$ cat src/rtl/i2s_tx_pkg.sv
// Shared definitions for the I2S transmitter: channel encoding on WS and
// the width of the per-frame bit counter.
package i2s_tx_pkg;

    localparam logic I2S_LEFT      = 1'b0;
    localparam logic I2S_RIGHT     = 1'b1;
    localparam int   I2S_SLOT_MAX  = 32;
    // Counter spans a full frame of two maximum-width slots.
    localparam int   I2S_CNT_W     = $clog2(2 * I2S_SLOT_MAX);

    typedef enum logic {
        CH_LEFT  = I2S_LEFT,
        CH_RIGHT = I2S_RIGHT
    } i2s_ch_e;

endpackage

$ cat src/rtl/i2s_tx_clkgen.sv
// SCK generator: divides clk by 2*div and flags the clk cycle whose closing
// edge takes SCK from 1 to 0. Everything on the serial side moves on that edge.
module i2s_tx_clkgen #(
    parameter int div = 2
) (
    input  logic clk,
    input  logic rst_n,
    output logic sck_o,
    output logic fall_o
);

    localparam int            DW   = (div > 1) ? $clog2(div) : 1;
    localparam logic [DW-1:0] LAST = DW'(div - 1);

    logic [DW-1:0] hcnt_q, hcnt_d;
    logic          sck_q, sck_d;
    logic          wrap;

    assign wrap = (hcnt_q == LAST);

    // Half-period counter; SCK toggles on each wrap.
    always_comb begin
        hcnt_d = wrap ? '0 : hcnt_q + DW'(1);
        sck_d  = wrap ? ~sck_q : sck_q;
    end

    // Divider state.
    always_ff @(posedge clk or negedge rst_n) begin
        if (!rst_n) begin
            hcnt_q <= '0;
            sck_q  <= 1'b0;
        end else begin
            hcnt_q <= hcnt_d;
            sck_q  <= sck_d;
        end
    end

    assign sck_o  = sck_q;
    assign fall_o = wrap & sck_q;

endmodule

$ cat src/rtl/i2s_tx.sv
// I2S master transmitter. A one-deep buffer takes L/R pairs over valid/ready;
// at each frame start the buffer moves into the frame register, which is then
// shifted out MSB first, left slot with WS=0 and right slot with WS=1.
module i2s_tx
    import i2s_tx_pkg::*;
#(
    parameter int b   = 16,
    parameter int s   = 16,
    parameter int div = 2
) (
    input  logic         clk,
    input  logic         rst_n,
    input  logic [b-1:0] in_l,
    input  logic [b-1:0] in_r,
    input  logic         in_valid,
    output logic         in_ready,
    output logic         underrun,
    output logic         sck,
    output logic         ws,
    output logic         sd
);

    localparam int            CW       = I2S_CNT_W;
    localparam logic [CW-1:0] CNT_LAST = CW'(2 * s - 1);
    localparam logic [CW-1:0] S_C      = CW'(s);

    logic          fall;
    logic [CW-1:0] cnt_q, cnt_d, cnt_nx, pos;
    logic          frame_start, load, slot_r, bit_sel;
    logic [b-1:0]  word;
    logic [b-1:0]  buf_l_q, buf_l_d, buf_r_q, buf_r_d;
    logic [b-1:0]  frm_l_q, frm_l_d, frm_r_q, frm_r_d;
    logic          full_q, full_d;
    i2s_ch_e       ws_q, ws_d;
    logic          sd_q, sd_d;
    logic          underrun_q, underrun_d;

    i2s_tx_clkgen #(.div(div)) u_clkgen (
        .clk    (clk),
        .rst_n  (rst_n),
        .sck_o  (sck),
        .fall_o (fall)
    );

    // Bit counter advances once per SCK, wrapping at the end of the frame.
    always_comb begin
        cnt_d = cnt_q;
        if (fall) begin
            cnt_d = (cnt_q == CNT_LAST) ? '0 : cnt_q + CW'(1);
        end
    end

    assign frame_start = fall && (cnt_d == '0);
    assign load        = frame_start && full_q;

    // Serial mux: on a loading frame start the MSB must come straight from
    // the buffer, since the frame register only updates on this same edge.
    always_comb begin
        slot_r  = (cnt_d >= S_C);
        pos     = slot_r ? cnt_d - S_C : cnt_d;
        word    = slot_r ? (load ? buf_r_q : frm_r_q)
                         : (load ? buf_l_q : frm_l_q);
        bit_sel = 1'b0;
        for (int i = 0; i < b; i++) begin
            if (pos == CW'(b - 1 - i)) bit_sel = word[i];
        end
        // WS runs one bit ahead so it flips during the previous word's LSB.
        cnt_nx = (cnt_d == CNT_LAST) ? '0 : cnt_d + CW'(1);
        ws_d   = ws_q;
        sd_d   = sd_q;
        if (fall) begin
            ws_d = (cnt_nx >= S_C) ? CH_RIGHT : CH_LEFT;
            sd_d = bit_sel;
        end
    end

    // Holding buffer and frame register; ready is low while loading so a
    // new acceptance can never coincide with a load.
    always_comb begin
        full_d  = full_q;
        buf_l_d = buf_l_q;
        buf_r_d = buf_r_q;
        if (load) begin
            full_d = 1'b0;
        end else if (in_valid && !full_q) begin
            full_d  = 1'b1;
            buf_l_d = in_l;
            buf_r_d = in_r;
        end
        frm_l_d    = load ? buf_l_q : frm_l_q;
        frm_r_d    = load ? buf_r_q : frm_r_q;
        underrun_d = frame_start && !full_q;
    end

    // Serial-side registers.
    always_ff @(posedge clk or negedge rst_n) begin
        if (!rst_n) begin
            cnt_q      <= CNT_LAST;
            ws_q       <= CH_LEFT;
            sd_q       <= 1'b0;
            underrun_q <= 1'b0;
        end else begin
            cnt_q      <= cnt_d;
            ws_q       <= ws_d;
            sd_q       <= sd_d;
            underrun_q <= underrun_d;
        end
    end

    // Data-path registers.
    always_ff @(posedge clk or negedge rst_n) begin
        if (!rst_n) begin
            full_q  <= 1'b0;
            buf_l_q <= '0;
            buf_r_q <= '0;
            frm_l_q <= '0;
            frm_r_q <= '0;
        end else begin
            full_q  <= full_d;
            buf_l_q <= buf_l_d;
            buf_r_q <= buf_r_d;
            frm_l_q <= frm_l_d;
            frm_r_q <= frm_r_d;
        end
    end

    assign in_ready = !full_q;
    assign underrun = underrun_q;
    assign ws       = ws_q;
    assign sd       = sd_q;

endmodule

$ cat config.mk
export PLATFORM = sky130hd
export DESIGN_NAME = i2s_tx
export DESIGN_NICKNAME = d
export VERILOG_FILES = /design/src/rtl/i2s_tx_pkg.sv /design/src/rtl/i2s_tx_clkgen.sv /design/src/rtl/i2s_tx.sv
export SDC_FILE = /design/constraint.sdc
export NUM_CORES = 1
export LEC_CHECK = 0
export ABC_CLOCK_PERIOD_IN_PS = 5300
export CAP_MARGIN = 20
export CORE_MARGIN = 4
export CORE_UTILIZATION = 55
export DETAILED_ROUTE_END_ITERATION = 6
export PLACE_DENSITY_LB_ADDON = 0.3
export SYNTH_ARGS = -nofsm -noshare
export SYNTH_HDL_FRONTEND = slang
export SYNTH_SLANG_ARGS = --single-unit
$ cat constraint.sdc
create_clock -name clk -period 5.3 [get_ports clk]
set_input_delay 0.795 -clock clk [delete_from_list [all_inputs] [get_ports clk]]
set_output_delay 0.795 -clock clk [all_outputs]
set_load 0.005 [all_outputs]
==> reports/results.ini <==
[yosys]
synth_edf_count = 0
synth_most_common_cell = dfrtp_1
synth_top_area_cell = dfrtp_1
syn-num-nets = 345
netlist_instances = 306
netlist_area_um2 = 3807
avgSynthCellArea_um2 = 12.44
synth_top_area_frac = 0.4666
synthTopCellsByArea = dfrtp_1 47%, mux2_2 18%, dfstp_2 3.5%, mux2i_1 2.4%, nand2_1 2.2%
ys_seq_elements = 76
synth_cell_types = 62
yosys-top-cells-count = 71 x dfrtp_1, 62 x mux2_2, 22 x nand2_1
ys_warn_count = 0
synth_flop_cell = dfrtp_1
ys_seq_area_frac = 0.5012
synthArstFlopShare = 1.000

[clock_tree]
post_cts_buffers = 0
clock_latency_ns = 0.34
clk_pin_slew_worst_paths_ns = 0.09
root_buffer = clkbuf_8
cts_buffer_depth = 2
cts_buffers = 9
cts_hold_buf = 0
cts_tree = built
htreeDepth = 3
cts-resized-gates = 0
cts.sinks = 76

[sta]
setup_tns_ns = 0
min_period_ns = 4.059
clock-skew-final_ns = 0.01204
fin_crit_sh = 0.7659
relSlewSlack = 0.3911
setup_violations = 0
tightest_slew_ns = 0.9133
rsz0062_at_grt = no
max_freq_ghz = 0.2463
final_hold_viol_count = 0
finalMaxSlewViolations = 0

[global_routing]
first_global_vias = 2483
grt_max_degree = 77
grt_usage = 0.1847
grt_pass1_wl_um = 12160
grt.overflow.total = 0
antenna_found_initial = 0

[final_layout]
final_area_um2 = 4456
fin_nets = 382
antenna_cells = 0
area_growth_pct = 17.02
layout-drive-gt1-share = 0.2960
nFillCells = 500

[placement]
place_area_um2 = 4207
port_buffers = 39
routabilityCongestion = 0.8956
dp_hpwl_um = 5281

[die]
rows = 30
core_um2 = 6756
die_y_um = 91.20
start_util = 0.5635
die_area_um2 = 8317
die_w_um = 91.20
boundaryPins = 40

[pwr]
power_leakage_nw = 2.020
power.internal_mw = 0.9809
vdd_drop_max_mv = 0.2114
seqPwrFrac = 0.506
swShare = 0.2062
switchingPower_mw = 0.2548
power_density_nw_per_um2 = 277.3
combPwrFrac = 0.052
power_frac_clock = 0.442
p_total_mw = 1.236

[hold_path]
whs_path_depth = 2
hold_end = frm_r_q[2]$_DFF_PN0_
hold_path.class = flop to flop
hp-start = buf_r_q[2]$_DFFE_PN0P_

[detailed_routing]
drc_errors = 0
dr.first_iter.drc_count = 166
wl_per_cell_um = 17.19
met1_length_um = 3331
wirelength_um = 7357
drtAntennaViolNets = 0
route.met3.wl_um = 389
vias = 2514
dr.max_layer_used = met4
firstDrtPassIters = 4
wl_met2_um = 3506
avgViaCountPerCell = 5.874

[worst_setup_path]
critPathCaptureType = flop
crit_chain = ha_1, and4_1, nand2_1, xnor2_1, inv_1, ha_1, nor2b_1, nand4_2, a21o_1, buf_4, mux2_2, nor2_1, o31a_1, a21oi_1, a211oi_1, nor2_1
crit_slowest_cell = dfstp_2
worstReg2RegEnd = sd$_DFFE_PN0N_
crit_required_ns = 5.52
rrSetupSlack_ns = 1.24
critPathArrivalTime_ns = 4.28
reg2reg_depth = 16
cpPeakStageDelay_ns = 0.60
critPathMaxFanout = 23
startpoint_type = flop
r2r_start = cnt_q[1]$_DFF_PN1_
crit_type = flop to flop

[outcome]
status = finished clean

[run]
drv_cap = 0

==> area by class of cell <==
type | instances | area (µm²) | area share
Timing Repair Buffer | 42 | 410.4 | 0.09211
Tap cell | 80 | 100.1 | 0.02247
Clock buffer | 11 | 141.4 | 0.03173
Sequential cell | 76 | 1908 | 0.4283
Multi-Input combinational cell | 203 | 1747 | 0.3920
Clock inverter | 5 | 107.6 | 0.02415
Inverter | 11 | 41.29 | 0.009267
==> layer usage <==
metal  vias to the layer above  GRT usage
li1                       1182          -
met1                      1248     0.2423
met2                        69     0.2998
met3                        15    0.04971
met4                         0    0.05653
met5                         -          0
==> cells in the final DEF, fill, tap and decap left out, drive strengths merged, types with 4 or more instances in the layout <==
master and instances:
dfrtp 71, a21oi 9, mux2 65, nand4 5, dfstp 5, clkdlybuf4s50 38, buf 4, mux2i 9
inv 12, nand3 7, nand2 25, ha 4, nor2 13, clkbuf 11, xnor2 4, o21ai 9
==> metrics by stage <==
step                      cells  worst slack [ns]    util  hold WS, ns
final                       428             1.241  0.6594       0.4756
after global routing        428            0.9425  0.6594       0.4866
after CTS                   428             1.269  0.6594       0.4760
after detailed placement    412             1.297  0.6226       0.4579
after global placement      412             1.426  0.6226       0.4511
after floorplan             306             1.904       -       0.4335
==> critical path, delay by kind of cell, from the launching register on <==
family | cells | cell delay (ns)
buffers and inverters | 2 | 0.52
adder cells (fa/ha/maj) | 2 | 0.56
XOR/XNOR | 1 | 0.36
AND/OR/NAND/NOR | 6 | 0.73
multiplexers | 1 | 0.39
AO/OA/AOI/OAI | 4 | 0.76
flip-flops | 1 | 0.60
==> cells by family after synthesis <==
family,Yosys count,synth area share
AO/OA/AOI/OAI,47,0.1002
XOR/XNOR,5,0.01150
adder cells (fa/ha/maj),4,0.01315
buffers and inverters,27,0.04075
flip-flops,76,0.5012
multiplexers,77,0.2356
AND/OR/NAND/NOR,70,0.09760
==> sequential cells by signal (all words and copies together), names as in the netlist <==
name	flops
frm_l_q	16
underrun	1
full_q	1
cnt_q	6
sd	1
frm_r_q	16
u_clkgen.sck_o	1
buf_r_q	16
buf_l_q	16
u_clkgen.hcnt_q	1
ws	1
==> how the worst max path moves through the flow <==
| stage | from | endpoint | slack (ns) |
|---|---|---|---|
| 3_5_place_dp | cnt_q[1]$_DFF_PN1_ | sd$_DFFE_PN0N_ | 1.30 |
| 6_report | cnt_q[1]$_DFF_PN1_ | sd$_DFFE_PN0N_ | 1.24 |
| 5_1_grt | cnt_q[1]$_DFF_PN1_ | sd$_DFFE_PN0N_ | 0.94 |
| 2_1_floorplan | cnt_q[1]$_DFF_PN1_ | sd$_DFFE_PN0N_ | 1.90 |
| 3_3_place_gp | cnt_q[1]$_DFF_PN1_ | sd$_DFFE_PN0N_ | 1.43 |
| 4_1_cts | cnt_q[1]$_DFF_PN1_ | sd$_DFFE_PN0N_ | 1.27 |
==> power groups by stage <==
| stage | clock network, mW | registers, mW | logic, mW |
|---|---|---|---|
| global route | 0.580 | 0.630 | 0.0711 |
| finish | 0.546 | 0.626 | 0.0644 |
| CTS | 0.553 | 0.626 | 0.0664 |
| floorplan | 0 | 0.630 | 0.0276 |
| detailed placement | 0 | 0.638 | 0.0659 |
| global placement | 0 | 0.637 | 0.0638 |
Power figures use the tool's default switching activity.
